`src/rtl/mc_datapath.sv`:
```
`default_nettype none
// ============================================================================
// Module   : mc_datapath
// Purpose  : Multi-cycle MIPS-subset datapath. Each instruction walks through
//            FETCH/DECODE/EXEC/MEM/WB as needed; instruction and data memories
//            sit outside behind req/ack handshakes, register file is internal.
// Revision : 1.0 - initial release
// ============================================================================
module mc_datapath #(
    parameter int          DATA_W   = 32,
    parameter int          ADDR_W   = 32,
    parameter logic [ADDR_W-1:0] RESET_PC = '0
) (
    input  logic              clk,
    input  logic              rst_n,
    output logic              imem_req,
    output logic [ADDR_W-1:0] imem_addr,
    input  logic [31:0]       imem_rdata,
    input  logic              imem_ack,
    output logic              dmem_req,
    output logic              dmem_we,
    output logic [ADDR_W-1:0] dmem_addr,
    output logic [DATA_W-1:0] dmem_wdata,
    input  logic [DATA_W-1:0] dmem_rdata,
    input  logic              dmem_ack,
    output logic [ADDR_W-1:0] pc_o,
    output logic              retire,
    output logic              illegal
);

    localparam logic [5:0] OP_R    = 6'h00;
    localparam logic [5:0] OP_J    = 6'h02;
    localparam logic [5:0] OP_BEQ  = 6'h04;
    localparam logic [5:0] OP_ADDI = 6'h08;
    localparam logic [5:0] OP_LW   = 6'h23;
    localparam logic [5:0] OP_SW   = 6'h2B;

    localparam logic [5:0] FN_ADD  = 6'h20;
    localparam logic [5:0] FN_SUB  = 6'h22;
    localparam logic [5:0] FN_AND  = 6'h24;
    localparam logic [5:0] FN_OR   = 6'h25;
    localparam logic [5:0] FN_SLT  = 6'h2A;

    typedef enum logic [2:0] {
        S_FETCH  = 3'd0,
        S_DECODE = 3'd1,
        S_EXEC   = 3'd2,
        S_MEM    = 3'd3,
        S_WB     = 3'd4
    } state_t;

    state_t              state_q, state_d;
    logic [ADDR_W-1:0]   pc_q, pc_d;
    logic [31:0]         ir_q, ir_d;
    logic [DATA_W-1:0]   a_q, a_d;
    logic [DATA_W-1:0]   b_q, b_d;
    logic [DATA_W-1:0]   aluout_q, aluout_d;
    logic [DATA_W-1:0]   mdr_q, mdr_d;
    logic [DATA_W-1:0]   regs_q [32];

    // Instruction fields
    logic [5:0]          w_op;
    logic [4:0]          w_rs, w_rt, w_rd;
    logic [5:0]          w_funct;
    logic signed [15:0]  w_imm_s;
    logic [DATA_W-1:0]   w_sext;
    logic                w_unused_shamt;

    assign w_op           = ir_q[31:26];
    assign w_rs           = ir_q[25:21];
    assign w_rt           = ir_q[20:16];
    assign w_rd           = ir_q[15:11];
    assign w_funct        = ir_q[5:0];
    assign w_imm_s        = ir_q[15:0];
    assign w_sext         = DATA_W'(w_imm_s);
    assign w_unused_shamt = ^ir_q[10:6];

    // Register file read ports; R0 is hardwired to zero
    logic [DATA_W-1:0]   w_rf_rs, w_rf_rt;
    assign w_rf_rs = (w_rs == 5'd0) ? '0 : regs_q[w_rs];
    assign w_rf_rt = (w_rt == 5'd0) ? '0 : regs_q[w_rt];

    // Decode legality
    logic w_is_r, w_funct_ok, w_legal;
    assign w_is_r     = (w_op == OP_R);
    assign w_funct_ok = (w_funct == FN_ADD) || (w_funct == FN_SUB) ||
                        (w_funct == FN_AND) || (w_funct == FN_OR)  ||
                        (w_funct == FN_SLT);
    assign w_legal    = (w_is_r && w_funct_ok) || (w_op == OP_ADDI) ||
                        (w_op == OP_LW) || (w_op == OP_SW) ||
                        (w_op == OP_BEQ) || (w_op == OP_J);

    // Jump target keeps PC bits above 28 (PC already advanced) and replaces the rest
    logic [ADDR_W-1:0] w_jtgt;
    assign w_jtgt = (pc_q & ~ADDR_W'(32'h0FFF_FFFF)) | ADDR_W'({ir_q[25:0], 2'b00});

    // R-type ALU
    logic [DATA_W-1:0] w_alu_r;
    always_comb begin
        w_alu_r = '0;
        case (w_funct)
            FN_ADD:  w_alu_r = a_q + b_q;
            FN_SUB:  w_alu_r = a_q - b_q;
            FN_AND:  w_alu_r = a_q & b_q;
            FN_OR:   w_alu_r = a_q | b_q;
            FN_SLT:  w_alu_r = DATA_W'($signed(a_q) < $signed(b_q));
            default: w_alu_r = '0;
        endcase
    end

    logic              w_imem_req, w_dmem_req, w_dmem_we, w_retire, w_illegal;
    logic              w_rf_we;
    logic [4:0]        w_rf_waddr;
    logic [DATA_W-1:0] w_rf_wdata;

    // Next-state, datapath next values and control outputs
    always_comb begin
        state_d    = state_q;
        pc_d       = pc_q;
        ir_d       = ir_q;
        a_d        = a_q;
        b_d        = b_q;
        aluout_d   = aluout_q;
        mdr_d      = mdr_q;
        w_imem_req = 1'b0;
        w_dmem_req = 1'b0;
        w_dmem_we  = 1'b0;
        w_retire   = 1'b0;
        w_illegal  = 1'b0;
        w_rf_we    = 1'b0;
        w_rf_waddr = 5'd0;
        w_rf_wdata = '0;
        case (state_q)
            S_FETCH: begin
                w_imem_req = 1'b1;
                if (imem_ack) begin
                    ir_d    = imem_rdata;
                    pc_d    = pc_q + ADDR_W'(4);
                    state_d = S_DECODE;
                end
            end
            S_DECODE: begin
                a_d      = w_rf_rs;
                b_d      = w_rf_rt;
                aluout_d = DATA_W'(pc_q) + (w_sext << 2);
                if (!w_legal) begin
                    w_illegal = 1'b1;
                    w_retire  = 1'b1;
                    state_d   = S_FETCH;
                end else if (w_op == OP_J) begin
                    pc_d     = w_jtgt;
                    w_retire = 1'b1;
                    state_d  = S_FETCH;
                end else begin
                    state_d = S_EXEC;
                end
            end
            S_EXEC: begin
                case (w_op)
                    OP_R: begin
                        aluout_d = w_alu_r;
                        state_d  = S_WB;
                    end
                    OP_ADDI: begin
                        aluout_d = a_q + w_sext;
                        state_d  = S_WB;
                    end
                    OP_LW, OP_SW: begin
                        aluout_d = a_q + w_sext;
                        state_d  = S_MEM;
                    end
                    OP_BEQ: begin
                        if (a_q == b_q) begin
                            pc_d = aluout_q[ADDR_W-1:0];
                        end
                        w_retire = 1'b1;
                        state_d  = S_FETCH;
                    end
                    default: state_d = S_FETCH;
                endcase
            end
            S_MEM: begin
                w_dmem_req = 1'b1;
                w_dmem_we  = (w_op == OP_SW);
                if (dmem_ack) begin
                    if (w_op == OP_SW) begin
                        w_retire = 1'b1;
                        state_d  = S_FETCH;
                    end else begin
                        mdr_d   = dmem_rdata;
                        state_d = S_WB;
                    end
                end
            end
            S_WB: begin
                w_rf_we    = 1'b1;
                w_rf_waddr = w_is_r ? w_rd : w_rt;
                w_rf_wdata = (w_op == OP_LW) ? mdr_q : aluout_q;
                w_retire   = 1'b1;
                state_d    = S_FETCH;
            end
            default: state_d = S_FETCH;
        endcase
    end

    // Control registers and datapath latches
    always_ff @(posedge clk or negedge rst_n) begin
        if (!rst_n) begin
            state_q  <= S_FETCH;
            pc_q     <= RESET_PC;
            ir_q     <= '0;
            a_q      <= '0;
            b_q      <= '0;
            aluout_q <= '0;
            mdr_q    <= '0;
        end else begin
            state_q  <= state_d;
            pc_q     <= pc_d;
            ir_q     <= ir_d;
            a_q      <= a_d;
            b_q      <= b_d;
            aluout_q <= aluout_d;
            mdr_q    <= mdr_d;
        end
    end

    // Register file write port; writes to R0 are dropped
    always_ff @(posedge clk or negedge rst_n) begin
        if (!rst_n) begin
            for (int i = 0; i < 32; i++) begin
                regs_q[i] <= '0;
            end
        end else if (w_rf_we && (w_rf_waddr != 5'd0)) begin
            regs_q[w_rf_waddr] <= w_rf_wdata;
        end
    end

    // Strobes are gated by rst_n so requests collapse the moment reset asserts
    assign imem_req   = rst_n & w_imem_req;
    assign dmem_req   = rst_n & w_dmem_req;
    assign dmem_we    = rst_n & w_dmem_we;
    assign retire     = rst_n & w_retire;
    assign illegal    = rst_n & w_illegal;
    assign imem_addr  = pc_q;
    assign pc_o       = pc_q;
    assign dmem_addr  = aluout_q[ADDR_W-1:0];
    assign dmem_wdata = b_q;

endmodule
`default_nettype wire

```
`config.mk`:
```
export PLATFORM = sky130hd
export DESIGN_NAME = mc_datapath
export DESIGN_NICKNAME = d
export VERILOG_FILES = /design/src/rtl/mc_datapath.sv
export SDC_FILE = /design/constraint.sdc
export NUM_CORES = 2
export LEC_CHECK = 0
export CORE_ASPECT_RATIO = 2
export CORE_MARGIN = 4
export CORE_UTILIZATION = 45
export DETAILED_ROUTE_END_ITERATION = 7
export PLACE_DENSITY = 0.63
export SYNTH_ARGS = -nofsm -noshare
export SYNTH_HDL_FRONTEND = slang
export SYNTH_SLANG_ARGS = --single-unit
```
`constraint.sdc`:
```
create_clock -name clk -period 3.9 [get_ports clk]
set_input_delay 0.975 -clock clk [delete_from_list [all_inputs] [get_ports clk]]
set_output_delay 0.975 -clock clk [all_outputs]
set_load 0.02 [all_outputs]
```
==> out/qor.csv <==
metric,value,unit
"area leader, netlist",dfrtp_1,
Yosys Warn Count,0,
Hold Worst Slack,0.08668,ns
ys async rst share,100.0,%
Synth Area in Compound Gates,16.87,%
CTS Buf Count,107,
Tot GR Track Use,33.61,%
drt wl/cell,30.24,um
CP Launch Type,register,
reg-to-reg critical path endpoint,dmem_addr[31],
Synth top area share,43.99,%
post-route insts no fill,8976,
Tmin final,3.813,ns
hpwl dp,188000,um
initial antenna violation count,26,
CTS Sinks,1219,
Worst IR Drop VDD,451.4,uV
largest family of logic cells by synthesized area,multiplexers,
outcome,"complete, no violations",
Main synth FF type,dfrtp_1,
gr busiest metal,met2,
Max Transition Viols Final,0,
post-synthesis adder-cell area fraction,3.219,%
met2 Usage GRT,56.71,%
Mapped Area,69340,um^2
first-pass GRT wire length,397200,um
CTS Buffer Depth,3,
Yosys cell types,87,
vias in the first global route,58670,
Port-buffer cells,200,
largest net degree at the start of global routing,181,
Mean Syn Cell Area,10.17,um^2
CTS Root Cell,clkbuf_16,
met3 usage,8.051,%
Syn-to-layout area delta,14.21,%
Starting DRT DRC Count,4945,
clock latency on the worst-skew pair,0.74,ns
drt via density,6.404,
crit path from,ir_q[3],
via count,57480,
sequential-to-total area share from yosys stat,43.99,%
Die W,285.6,um
RePlAce Congestion,1.032,
grt total ovfl,0,
R2R setup slack,0.09,ns
share of layout cells above drive strength 1,17.93,%
final hold vios,0,
pwr dens,653.9,nW/um^2
arrival time worst endpoint,4.48,ns
Worst R2R Path Depth,11,
Synth Area in XOR/XNOR,0.9600,%
Setup Crit Path Kind,register to register,
Post-synth EDFFs,0,
placed insts,8766,
FMAX,262.3,MHz
final setup fails,0,
Worst-Margin Slew,1.400,ns
Clock Pin Slew Worst Setup and Hold Paths,0.08,ns
fraction of the mapped netlist area in simple logic gates,9.874,%
post-route setup TNS,0,ns
IO Count,201,
Slew HR,6.326,%
final setup skew,0.04714,ns
crit share post-route,97.77,%
Syn Nets,7059,
NumNets Final,7070,
CP max-delay cell,a21oi_1,
Design Power,51.79,mW
Synth area leaders,"dfrtp_1 (44%), mux4_2 (15%), o21ai_0 (8.1%)",
CP required,4.57,ns
hold crit path type,primary input to asynchronous set/reset pin,
CP cell instances,ha_1 -> o211ai_1 -> o211ai_1 -> a211o_1 -> nand3b_1 -> a21oi_1 -> nor3_1 -> nor3_1 -> xnor2_1 -> nand2_1 -> a31oi_1,
crit end category,register,
Initial Util,45.27,%
met1 Use GR,35.28,%
most frequent cell after synthesis,dfrtp_1,
CTS tree,yes,
LEAKAGE,33.63,nW
Cells after Synth,6815,
die area,160800,um^2
# DRC,0,
"slowest stage delay, CP",0.66,ns
worst-path fanout max,9,
Max Cap Viol,0,
fin util,51.71,%
Vert. Die Dim,563.1,um
Seq cells post-synth,1219,
DR pass1 iterations,8,
multiplexer share of the synthesized area,20.65,%
Setup crit end,dmem_addr[31],
Core Area,153200,um^2
Rows,203,
"top cells by count, synth","dfrtp_1 (1,219), nand2_1 (1,187), o21ai_0 (1,128)",
Reg2Reg Launch Point,ir_q[3],
DRT Wirelength,271400,um
# H-tree levels,3,
ANT nets after route,0,
==> placed cells by master (no fill, tap or decap), types with 25 or more instances in the layout <==
cell and count:
a31oi_1 37, o21ai_1 70, clkbuf_8 25, mux2_2 146
nor3_1 79, a21oi_1 328, o221ai_1 65, buf_4 265
mux4_2 451, o211ai_1 27, clkdlybuf4s50_1 196, buf_12 87
clkinv_2 25, inv_1 125, clkbuf_16 109, xnor2_1 59
nor2_1 192, a221oi_1 29, a21o_1 40, a211oi_1 32
nand2_1 1155, nand2_4 31, dfrtp_1 1205, o22ai_1 151
nand3_1 48, o21ai_0 1127, mux2i_1 238, ha_1 169
==> layout make-up <==
cell class                      instances  area [um^2]
Antenna cell                           11        27.53
Fill cell                           13810        73970
Timing Repair Buffer                  552         5734
Inverter                              127        481.7
Clock buffer                          154         3147
Clock inverter                         44        494.2
Multi-Input combinational cell       4819        36190
Tap cell                             2050         2565
Sequential cell                      1219        30550
==> critical path: cells and delay by family (launching register included) <==
family                   cells  cell delay [ns]
XOR/XNOR                     1             0.17
AND/OR/NAND/NOR              4             0.80
adder cells (fa/ha/maj)      1             0.40
flip-flops                   1             0.52
AO/OA/AOI/OAI                5             1.85
==> timing repair <==
item	4_1_cts	5_1_grt
gates resized for setup	12	20
hold buffers	0	0
buffers inserted	0	1
endpoints found under the setup margin	6	40
pin swaps	0	3
==> flip-flops by register name, indices dropped and copies added, names as in the netlist <==
signal and cells:
regs_q 1024, a_q 32, dmem_addr 32, dmem_wdata 32
imem_addr 32, ir_q 32, mdr_q 32, state_q 3
==> per-stage QoR <==
stage	worst slack, ns	cell area [um^2]
finish	0.08696	79190
global placement	-0.003745	75390
CTS	0.02598	79070
global route	-0.01031	79170
detailed placement	-0.03549	75390
floorplan	0.2725	69340
==> metal layers <==
| metal | share of wire [%] | wire length (um) |
|---|---|---|
| met1 | 32 | 88090 |
| met5 | 0.060 | 163 |
| met2 | 49 | 133200 |
| met4 | 11 | 28630 |
| met3 | 7.9 | 21350 |
==> worst min path at each step <==
| stage | from | to | slack, ns | cells after the start |
|---|---|---|---|---|
| CTS | rst_n | imem_addr[27] | 0.07 | 1 |
| global route | rst_n | imem_addr[26] | 0.08 | 1 |
| global placement | regs_q[1023] | regs_q[1023] | 0.38 | 0 |
| floorplan | regs_q[1000] | regs_q[1000] | 0.45 | 1 |
| finish | rst_n | imem_addr[30] | 0.09 | 1 |
| detailed placement | regs_q[993] | regs_q[993] | 0.39 | 0 |
==> cells by family after synthesis <==
| kind of cell | after synthesis |
|---|---|
| AOI/OAI and AO/OA | 2060 |
| xor gates and xnor gates | 76 |
| adders and majority gates | 176 |
| buffers and inverters | 777 |
| DFF | 1219 |
| muxes | 847 |
| and+or+nand+nor | 1660 |
==> report_power, final <==
| group | internal [mW] | leakage [nW] | switching (mW) |
|---|---|---|---|
| Sequential | 13.5 | 16.8 | 1.99 |
| Combinational | 9.38 | 15.0 | 15.6 |
| Clock | 6.22 | 1.81 | 5.15 |
| Total | 29.1 | 33.6 | 22.7 |
Note: power is estimated with default switching activity, not from simulation.
